File: config.mk
export PLATFORM = sky130hd
export DESIGN_NAME = uart_tx_arbiter
export DESIGN_NICKNAME = d
export VERILOG_FILES = /design/src/rtl/uart_pkg.sv /design/src/rtl/uart_tx_arbiter_rr_pick.sv /design/src/rtl/uart_tx_arbiter.sv
export SDC_FILE = /design/constraint.sdc
export NUM_CORES = 1
export LEC_CHECK = 0
export CORE_AREA = 2 2 96 98
export CTS_CLUSTER_DIAMETER = 120
export CTS_CLUSTER_SIZE = 20
export DETAILED_ROUTE_END_ITERATION = 16
export DIE_AREA = 0 0 98 100
export GPL_TIMING_DRIVEN = 0
export SYNTH_ARGS = -nofsm -noshare
export SYNTH_HDL_FRONTEND = slang
export SYNTH_SLANG_ARGS = --single-unit
File: constraint.sdc
create_clock -name clk -period 3.1 [get_ports clk]
set_input_delay 0.93 -clock clk [delete_from_list [all_inputs] [get_ports clk]]
set_output_delay 0.93 -clock clk [all_outputs]
set_load 0.02 [all_outputs]
File: src/rtl/uart_pkg.sv
// Shared UART constants and the TX arbiter state encoding.
// Used by the RX/TX blocks and by uart_tx_arbiter.
package uart_pkg;

  typedef enum logic [1:0] {
    IDLE,
    START,
    WAIT_HI,
    WAIT_LO
  } arb_state_t;

  localparam int BYTE_W     = 8;
  localparam int CLK_HZ     = 50_000_000;
  localparam int BAUD       = 9600;
  localparam int BIT_CYCLES = 5208;

endpackage

File: src/rtl/uart_tx_arbiter_rr_pick.sv
// Combinational round-robin first-one finder.
// Scans ptr, ptr+1, ... mod N over req & mask.
module rr_pick #(
  parameter int N  = 2,
  parameter int IW = (N > 1) ? $clog2(N) : 1
) (
  input  logic [N-1:0]  req_i,
  input  logic [IW-1:0] ptr_i,
  input  logic [N-1:0]  mask_i,
  output logic [N-1:0]  gnt_o,
  output logic [IW-1:0] idx_o,
  output logic          any_o
);

  localparam int SW = IW + 1;

  logic [N-1:0]  elig;
  logic [SW-1:0] s;
  logic [IW-1:0] j;

  assign elig = req_i & mask_i;

  always_comb begin
    gnt_o = '0;
    idx_o = '0;
    any_o = 1'b0;
    s     = '0;
    j     = '0;
    for (int k = 0; k < N; k++) begin
      // one extra bit so non-power-of-two N can wrap by compare
      s = {1'b0, ptr_i} + SW'(k);
      if (s >= SW'(N)) s = s - SW'(N);
      j = s[IW-1:0];
      if (!any_o && elig[j]) begin
        any_o    = 1'b1;
        idx_o    = j;
        gnt_o[j] = 1'b1;
      end
    end
  end

endmodule

File: src/rtl/uart_tx_arbiter.sv
// Round-robin arbiter sharing one UART transmitter among N_REQ requesters,
// with message locking and busy/lock timeouts.
module uart_tx_arbiter
  import uart_pkg::*;
#(
  parameter int N_REQ   = 2,
  parameter int DATA_W  = BYTE_W,
  parameter int BUSY_TO = 16,
  parameter int LOCK_TO = 1048576,
  parameter int IW      = (N_REQ > 1) ? $clog2(N_REQ) : 1
) (
  input  logic                      clk,
  input  logic                      rst,
  input  logic [N_REQ-1:0]          req_valid_i,
  input  logic [N_REQ*DATA_W-1:0]   req_data_i,
  input  logic [N_REQ-1:0]          req_last_i,
  output logic [N_REQ-1:0]          req_ready_o,
  output logic                      tx_start_o,
  output logic [DATA_W-1:0]         tx_data_o,
  input  logic                      tx_busy_i,
  output logic                      grant_valid_o,
  output logic [IW-1:0]             grant_id_o,
  output logic                      err_timeout_o
);

  localparam int BW = $clog2(BUSY_TO + 1);
  localparam int LW = $clog2(LOCK_TO + 1);
  localparam logic [BW-1:0] BUSY_LAST = BW'(BUSY_TO - 1);
  localparam logic [LW-1:0] LOCK_LAST = LW'(LOCK_TO - 1);
  localparam logic [IW-1:0] LAST_ID   = IW'(N_REQ - 1);

  arb_state_t        state_q, state_d;
  logic [IW-1:0]     rr_q, rr_d;
  logic [IW-1:0]     gid_q, gid_d;
  logic              gv_q, gv_d;
  logic              lock_q, lock_d;
  logic              last_q, last_d;
  logic [DATA_W-1:0] data_q, data_d;
  logic [BW-1:0]     bcnt_q, bcnt_d;
  logic [LW-1:0]     lcnt_q, lcnt_d;
  logic              err_q, err_d;

  logic [N_REQ-1:0]  owner_oh;
  logic [N_REQ-1:0]  mask;
  logic [N_REQ-1:0]  pick_gnt;
  logic [IW-1:0]     pick_idx;
  logic              pick_any;

  function automatic logic [IW-1:0] inc_id(input logic [IW-1:0] i);
    return (i == LAST_ID) ? '0 : i + 1'b1;
  endfunction

  assign owner_oh = N_REQ'(1) << gid_q;
  assign mask     = lock_q ? owner_oh : '1;

  rr_pick #(
    .N  (N_REQ),
    .IW (IW)
  ) u_pick (
    .req_i  (req_valid_i),
    .ptr_i  (rr_q),
    .mask_i (mask),
    .gnt_o  (pick_gnt),
    .idx_o  (pick_idx),
    .any_o  (pick_any)
  );

  assign req_ready_o   = (state_q == IDLE && !rst) ? pick_gnt : '0;
  assign tx_start_o    = (state_q == START);
  assign tx_data_o     = data_q;
  assign grant_valid_o = gv_q;
  assign grant_id_o    = gid_q;
  assign err_timeout_o = err_q;

  always_comb begin
    state_d = state_q;
    rr_d    = rr_q;
    gid_d   = gid_q;
    gv_d    = gv_q;
    lock_d  = lock_q;
    last_d  = last_q;
    data_d  = data_q;
    bcnt_d  = bcnt_q;
    lcnt_d  = lcnt_q;
    err_d   = 1'b0;
    unique case (state_q)
      IDLE: begin
        // when locked the mask leaves only the owner, so an owner
        // valid on the expiry cycle is accepted instead of aborting
        if (pick_any) begin
          data_d  = req_data_i[pick_idx*DATA_W +: DATA_W];
          gid_d   = pick_idx;
          last_d  = req_last_i[pick_idx];
          gv_d    = 1'b1;
          lcnt_d  = '0;
          state_d = START;
        end else if (lock_q) begin
          if (lcnt_q == LOCK_LAST) begin
            err_d  = 1'b1;
            lock_d = 1'b0;
            gv_d   = 1'b0;
            rr_d   = inc_id(gid_q);
            lcnt_d = '0;
          end else if (lcnt_q != '1) begin
            lcnt_d = lcnt_q + 1'b1;
          end
        end
      end
      START: begin
        bcnt_d  = '0;
        state_d = WAIT_HI;
      end
      WAIT_HI: begin
        if (tx_busy_i) begin
          state_d = WAIT_LO;
        end else if (bcnt_q == BUSY_LAST) begin
          err_d   = 1'b1;
          lock_d  = 1'b0;
          gv_d    = 1'b0;
          rr_d    = inc_id(gid_q);
          state_d = IDLE;
        end else if (bcnt_q != '1) begin
          bcnt_d = bcnt_q + 1'b1;
        end
      end
      WAIT_LO: begin
        if (!tx_busy_i) begin
          state_d = IDLE;
          lcnt_d  = '0;
          if (last_q) begin
            lock_d = 1'b0;
            gv_d   = 1'b0;
            rr_d   = inc_id(gid_q);
          end else begin
            lock_d = 1'b1;
          end
        end
      end
      default: state_d = IDLE;
    endcase
  end

  always_ff @(posedge clk or posedge rst) begin
    if (rst) begin
      state_q <= IDLE;
      rr_q    <= '0;
      gid_q   <= '0;
      gv_q    <= 1'b0;
      lock_q  <= 1'b0;
      last_q  <= 1'b0;
      data_q  <= '0;
      bcnt_q  <= '0;
      lcnt_q  <= '0;
      err_q   <= 1'b0;
    end else begin
      state_q <= state_d;
      rr_q    <= rr_d;
      gid_q   <= gid_d;
      gv_q    <= gv_d;
      lock_q  <= lock_d;
      last_q  <= last_d;
      data_q  <= data_d;
      bcnt_q  <= bcnt_d;
      lcnt_q  <= lcnt_d;
      err_q   <= err_d;
    end
  end

endmodule
==> results by group, run 1 <==
Clock tree
  – Clock sinks: 42
  – Hold_buf cts: 0
  – CTS tree: done
  – Num CTS Buffers: 5
  – CTS Buffer Depth: 2
  – H-tree level count: 2
  – Worst skew pair latency: 0.29 ns
  – Reg clk slew, reported paths: 0.08 ns
  – Root Driver: clkbuf_8

Final layout
  – Area Overhead vs Synth: 23.8%
  – Final net count: 356
  – Filler cell count: 908
  – Area of the multi-input gates: 1400 sq um
  – Post-route cell area: 3160 sq um
  – # diodes: 0
  – Fin util: 35.5%
  – Share of layout cells above drive strength 1: 8.31%
  – Cell Count, Final, Fillers Out: 436
  – Storage cell area: 1050 sq um

Run
  – Max-cap violations: 0

Global route
  – Largest net degree at the start of global routing: 22
  – GR Layer Usage met3: 2.23%
  – GRT Total Usage: 12.6%
  – Grt met1 use: 16.9%
  – Initial antenna violation count: 0
  – Grt met2 use: 21.5%
  – Global-route wire length before repair: 10,200 um
  – Vias in the first global route: 2,113
  – Remaining global-route overflow: 0
  – Busiest grt layer: met2

Synth
  – Count of cell types in the netlist: 50
  – Post-synth EDFFs: 0
  – Yosys warnings: 0
  – Synth Instances: 278
  – Synth Register Bits: 42
  – Async set-or-reset flop fraction in the synthesized netlist: 100%
  – Seq/Total Area, Yosys: 41.2%
  – Mean Syn Cell Area: 9.18 sq um
  – Area of the mapped netlist: 2550 sq um
  – Dominant synthesized flop cell: dfrtp_1
  – Syn Nets: 310

Power and ir drop
  – Peak supply drop: 0.000334 V
  – Total power: 2.36 mW
  – LEAKAGE: 1.40 nW
  – Pwr per Cell Area: 746 nW/um^2

STA
  – Fmax: 340 MHz
  – Final worst slack: 0.163 ns
  – Hold slack: 0.481 ns
  – RSZ-0062 raised after global routing: no
  – Final Max Tran Viols: 0
  – Min Clock Period, post-route: 2.94 ns
  – Final hold vios: 0
  – Worst slew pin tran: 1.07 ns
  – Relative slew slack: 28.0%
  – Final Cycle Share: 94.7%
  – Final setup viols: 0
  – Final TNS setup: 0 ns
  – Clock Skews: 0.00475 ns

Critical path
  – CP Max Fanout: 10
  – CP endpoint: req_ready_o[1]
  – CP required: 2.17 ns
  – Kind of critical path: in2out
  – CP endpoint kind: output pin
  – R2R setup slack: 0.77 ns
  – Reg2reg end: lcnt_q[2]$_DFFE_PP0P_
  – Crit path launch: req_valid_i[0]
  – Worst setup SP type: primary input
  – CP Data Arrival Time: 2.01 ns
  – R2R cell count: 9
  – Reg2reg start: state_q[0]$_DFFE_PP0P_

Status
  – Status: completed

Hold path
  – Hold wc startpoint: tx_data_o[3]$_DFFE_PP0P_
  – Hold Crit Class: reg2reg

Drt
  – DR vias/cell: 5.06
  – Vias: 2,208
  – TritonRoute pass-1 iters: 4
  – Post-route ant nets: 0
  – DR DRC count: 0
  – Post-Route WL: 5880 um
  – Initial DRC count: 83
  – Avg WL per Cell: 13.5 um

Placement
  – Post-DP Area: 3050 sq um
  – Worst slack, placed: -1.13 ns
  – Placed insts: 425
  – Gpl congestion: 0.796
  – HPWL Detailed: 4180 um
  – I/O Buffers: 36

Die
  – Chip Height: 100 um
  – IO Count: 37
  – Die area: 9800 sq um
  – Initial Util: 28.7%
  – Num rows: 35
  – Die width: 98 um
  – Placeable Area: 8890 sq um
-- logic make-up after synthesis --
logic type | count (synthesis) | share of synthesized area (%)
buf+inv | 20 | 3.97
flops | 42 | 41.2
xor+xnor | 2 | 0.687
compound gates | 63 | 17.5
fa+ha+maj | 9 | 4.41
simple gates | 130 | 27.5
mux | 12 | 4.76
-- synthesized netlist by cell type (2+ instances only) --
cell type / instances / share of area (%)
a22o_1: 3 / 1.0
clkbuf_1: 3 / 0.44
dfrtp_1: 42 / 41
nor2b_1: 2 / 0.49
a21o_1: 3 / 0.88
buf_6: 3 / 1.3
and4_1: 3 / 1.0
buf_2: 3 / 0.59
o21ai_0: 12 / 2.4
and3_1: 6 / 1.5
or4_1: 3 / 0.88
a221o_1: 12 / 4.7
a31oi_1: 3 / 0.74
xnor2_1: 2 / 0.69
nand4_1: 10 / 2.5
a21oi_1: 13 / 2.6
or3_1: 2 / 0.49
nor3_1: 12 / 2.4
nand2b_1: 3 / 0.74
nand3_1: 11 / 2.2
o22a_1: 3 / 1.0
inv_1: 11 / 1.6
o21ai_1: 4 / 0.78
mux2i_1: 11 / 4.3
and2_1: 4 / 0.98
nor4b_1: 2 / 0.69
or2_1: 2 / 0.49
ha_1: 9 / 4.4
o21bai_1: 2 / 0.59
nand2_1: 30 / 4.4
o21a_1: 2 / 0.59
nor2_1: 25 / 3.7
nor4_1: 5 / 1.2
-- metal layers --
layer	wire length (um)	share of wire, %
met5	0	0
met1	2810	48
met4	48	0.82
met3	226	3.8
met2	2800	48
-- worst min path at each step --
stage	to	cells past startpoint	slack (ns)
after floorplan	last_q$_DFFE_PP0P_	2	0.45
after detailed placement	tx_data_o[3]$_DFFE_PP0P_	2	0.47
final	tx_data_o[3]$_DFFE_PP0P_	2	0.48
after CTS	tx_data_o[3]$_DFFE_PP0P_	2	0.49
after global placement	tx_data_o[3]$_DFFE_PP0P_	2	0.47
after global routing	tx_data_o[7]$_DFFE_PP0P_	2	0.52
-- critical path: stages --
cell and delay, ns:
dlygate4sd2_1 0.30, nand2_1 0.08, nand3_1 0.15, buf_6 0.21, nor3_1 0.13, buf_2 0.19
-- report_power, final --
part | internal, mW | leakage [nW] | total [mW] | switching (mW)
logic | 0.507 | 0.798 | 1.21 | 0.707
clock network | 0.180 | 0.0482 | 0.373 | 0.193
registers | 0.674 | 0.555 | 0.770 | 0.0957
-- repair_timing --
item / CTS / global route
resized for setup: 9 / 2
cloned: 2 / 0
endpoints found under the setup margin: 2 / 1
buffers inserted: 1 / 0
-- cell usage in the layout (no fill, tap or decap), types with 5 or more instances in the layout --
| master | Yosys | final |
|---|---|---|
| nor3_1 | 12 | 12 |
| nor2_1 | 25 | 25 |
| a221o_1 | 12 | 12 |
| nand2_1 | 30 | 30 |
| nand3_1 | 11 | 11 |
| o21ai_0 | 12 | 12 |
| ha_1 | 9 | 9 |
| dfrtp_1 | 42 | 42 |
| nand4_1 | 10 | 10 |
| clkbuf_8 | 0 | 6 |
| a21oi_1 | 13 | 13 |
| nor4_1 | 5 | 5 |
| mux2i_1 | 11 | 11 |
| inv_1 | 11 | 10 |
| and3_1 | 6 | 6 |
| clkdlybuf4s50_1 | 0 | 31 |
-- state kept, by name, summed over array words and instances, names as in the netlist --
name           cells
grant_valid_o      1
bcnt_q             5
rr_q               1
tx_data_o          8
grant_id_o         1
state_q            2
last_q             1
lcnt_q            21
lock_q             1
err_timeout_o      1
-- area by class of cell --
class	count	share of cell area, %
buffer	9	2.10
timing repair buffer	37	11.3
clock buffer	7	2.73
tap	111	4.40
clock inverter	1	0.158
multi-input combinational	216	44.3
sequential	42	33.3
timing repair inverter	2	0.317
inverter	11	1.43
Note: power is estimated with default switching activity, not from simulation.
==> inputs of run 2 (changes only) <==
GPL_ROUTABILITY_DRIVEN = 0   (was not set)
SLEW_MARGIN = 20   (was not set)
==> run 2 against run 1 <==
  * Sequential power about the same
  * Via count increased by 0.41%
  * Clock power hardly changed
  * Critical path depth unchanged
  * Flip-flop and latch count is the same
  * Combinational power is essentially flat
  * Core utilization about the same
  * Non-clock buffer count is the same
  * Routed wire length about the same
  * Register-to-register slack about the same
  * Cell count unchanged
  * First-iteration DRC count unchanged
  * Critical endpoint unchanged
==> results by group, run 2 (synthesis gave the netlist of run 1 again) <==
Power and ir drop
  – Pwr per Cell Area: 746 nW/um^2
  – Peak supply drop: 0.000334 V
  – LEAKAGE: 1.40 nW

Critical path
  – R2R cell count: 9
  – Kind of critical path: in2out
  – Reg2reg end: lcnt_q[2]$_DFFE_PP0P_
  – CP Data Arrival Time: 2.01 ns
  – CP required: 2.17 ns
  – Worst setup SP type: primary input
  – CP endpoint kind: output pin
  – CP Max Fanout: 10
  – R2R setup slack: 0.76 ns
  – Reg2reg start: state_q[0]$_DFFE_PP0P_

Global route
  – Largest net degree at the start of global routing: 22
  – Remaining global-route overflow: 0
  – Vias in the first global route: 2,113
  – GRT Total Usage: 12.6%
  – Global-route wire length before repair: 10,200 um
  – Initial antenna violation count: 0

Clock tree
  – Root Driver: clkbuf_8
  – Worst skew pair latency: 0.29 ns
  – CTS tree: done
  – Reg clk slew, reported paths: 0.08 ns
  – CTS Buffer Depth: 2
  – H-tree level count: 2
  – Hold_buf cts: 0
  – Num CTS Buffers: 5
  – Clock sinks: 42

Placement
  – HPWL Detailed: 4180 um
  – I/O Buffers: 36
  – Worst slack, placed: -1.13 ns

Final layout
  – # diodes: 0
  – Number of flip-flops in the largest register: 21
  – Filler cell count: 906
  – Commonest non-fill, non-tap cell in the layout: dfrtp_1
  – Area Overhead vs Synth: 23.9%
  – Final net count: 356
  – Share of layout cells above drive strength 1: 8.31%
  – Commonest non-fill, non-tap cells in the layout: dfrtp_1 (42), clkdlybuf4s50_1 (31), nand2_1 (30)
  – Most flops, register: lcnt_q

Drt
  – Initial DRC count: 83
  – Post-route ant nets: 0
  – TritonRoute pass-1 iters: 4
  – Post-Route WL: 5880 um
  – DR DRC count: 0
  – DR vias/cell: 5.08
  – Vias: 2,217
  – Avg WL per Cell: 13.5 um

Hold path
  – Hold wc startpoint: tx_data_o[3]$_DFFE_PP0P_
  – Hold Crit Class: reg2reg
  – Worst Hold End: tx_data_o[3]$_DFFE_PP0P_
  – Worst hold path depth: 2

STA
  – Final Max Tran Viols: 0
  – Fmax: 340 MHz
  – Final setup viols: 0
  – Final Cycle Share: 94.8%
  – RSZ-0062 raised after global routing: no
  – Min Clock Period, post-route: 2.94 ns
  – Final TNS setup: 0 ns
  – Relative slew slack: 58.3%
  – Worst slew pin tran: 0.620 ns
  – Final hold vios: 0
  – Clock Skews: 0.00465 ns
  – Final worst slack: 0.160 ns

Die
  – Initial Util: 28.7%
  – Die area: 9800 sq um
  – Chip Height: 100 um
  – IO Count: 37
  – Placeable Area: 8890 sq um
  – Die width: 98 um
  – Num rows: 35

Run
  – Max-cap violations: 0

Status
  – Status: completed
==> run 2: cell count changes in the layout (fill, tap and decap cells not counted) <==
cell,delta
clkinvlp_2,-1
clkinvlp_4,+1
==> run 2: per-stage QoR <==
step           cell area, sq um  cells  utilization, %  total power [mW]  hold slack (ns)
5_1_grt                    3160    436            35.6              2.56            0.521
4_1_cts                    3160    436            35.6              2.39            0.489
3_5_place_dp               3050    425            34.4              2.00            0.469
3_3_place_gp               3050    425            34.4              1.98            0.466
2_1_floorplan              2550    278               -              1.60            0.451
6_report                   3160    436            35.6              2.36            0.481
==> run 2: how the worst max path moves through the flow <==
stage | start | endpoint | slack (ns)
floorplan | rst | req_ready_o[0] | 0.27
global placement | rst | req_ready_o[0] | -1.10
detailed placement | rst | req_ready_o[0] | -1.13
CTS | req_valid_i[0] | req_ready_o[1] | 0.03
global route | req_valid_i[0] | req_ready_o[1] | 0.07
finish | req_valid_i[0] | req_ready_o[1] | 0.16
==> run 2: routing by layer <==
| metal | part of all wire, % | vias to the layer above | track usage [%] |
|---|---|---|---|
| li1 | - | 1123 | - |
| met1 | 48 | 1039 | 16.9 |
| met2 | 47 | 49 | 21.5 |
| met3 | 4.1 | 6 | 2.23 |
| met4 | 0.82 | 0 | 2.67 |
| met5 | 0 | - | 0 |
==> run 2: worst max-delay path, stage by stage <==
cell,delay (ns)
dlygate4sd2_1,0.31
nand2_1,0.09
nand3_1,0.15
buf_6,0.21
nor3_1,0.13
buf_2,0.19
==> run 2: cell type report <==
type	instances	area [sq um]	share of cell area [%]
flip-flops and latches	42	1050	33.2
clock buffers	7	86.3	2.73
clock inverters	1	5.00	0.158
repair inverters	2	12.5	0.396
inverters	11	45.0	1.42
multi-input cells	216	1400	44.2
repair buffers	37	358	11.3
plain buffers	9	66.3	2.10
well taps	111	139	4.39
==> run 2: power breakdown <==
part / internal (mW) / leakage, nW / switching [mW]
combinational: 0.507 / 0.799 / 0.709
sequential: 0.674 / 0.555 / 0.0957
clock: 0.180 / 0.0482 / 0.193
==> run 2: what timing repair did <==
| action | CTS | global route |
|---|---|---|
| buffers inserted | 1 | 0 |
| setup endpoints to repair | 2 | 1 |
| gates resized for setup | 9 | 2 |
| hold endpoints to repair | 0 | 0 |
| gates cloned | 2 | 0 |
==> inputs of run 3 (changes only) <==
CTS_CLUSTER_SIZE = not set   (was 20)
==> results of run 3 <==
No change in the layout: final DEF, timing and power equal those of run 2.
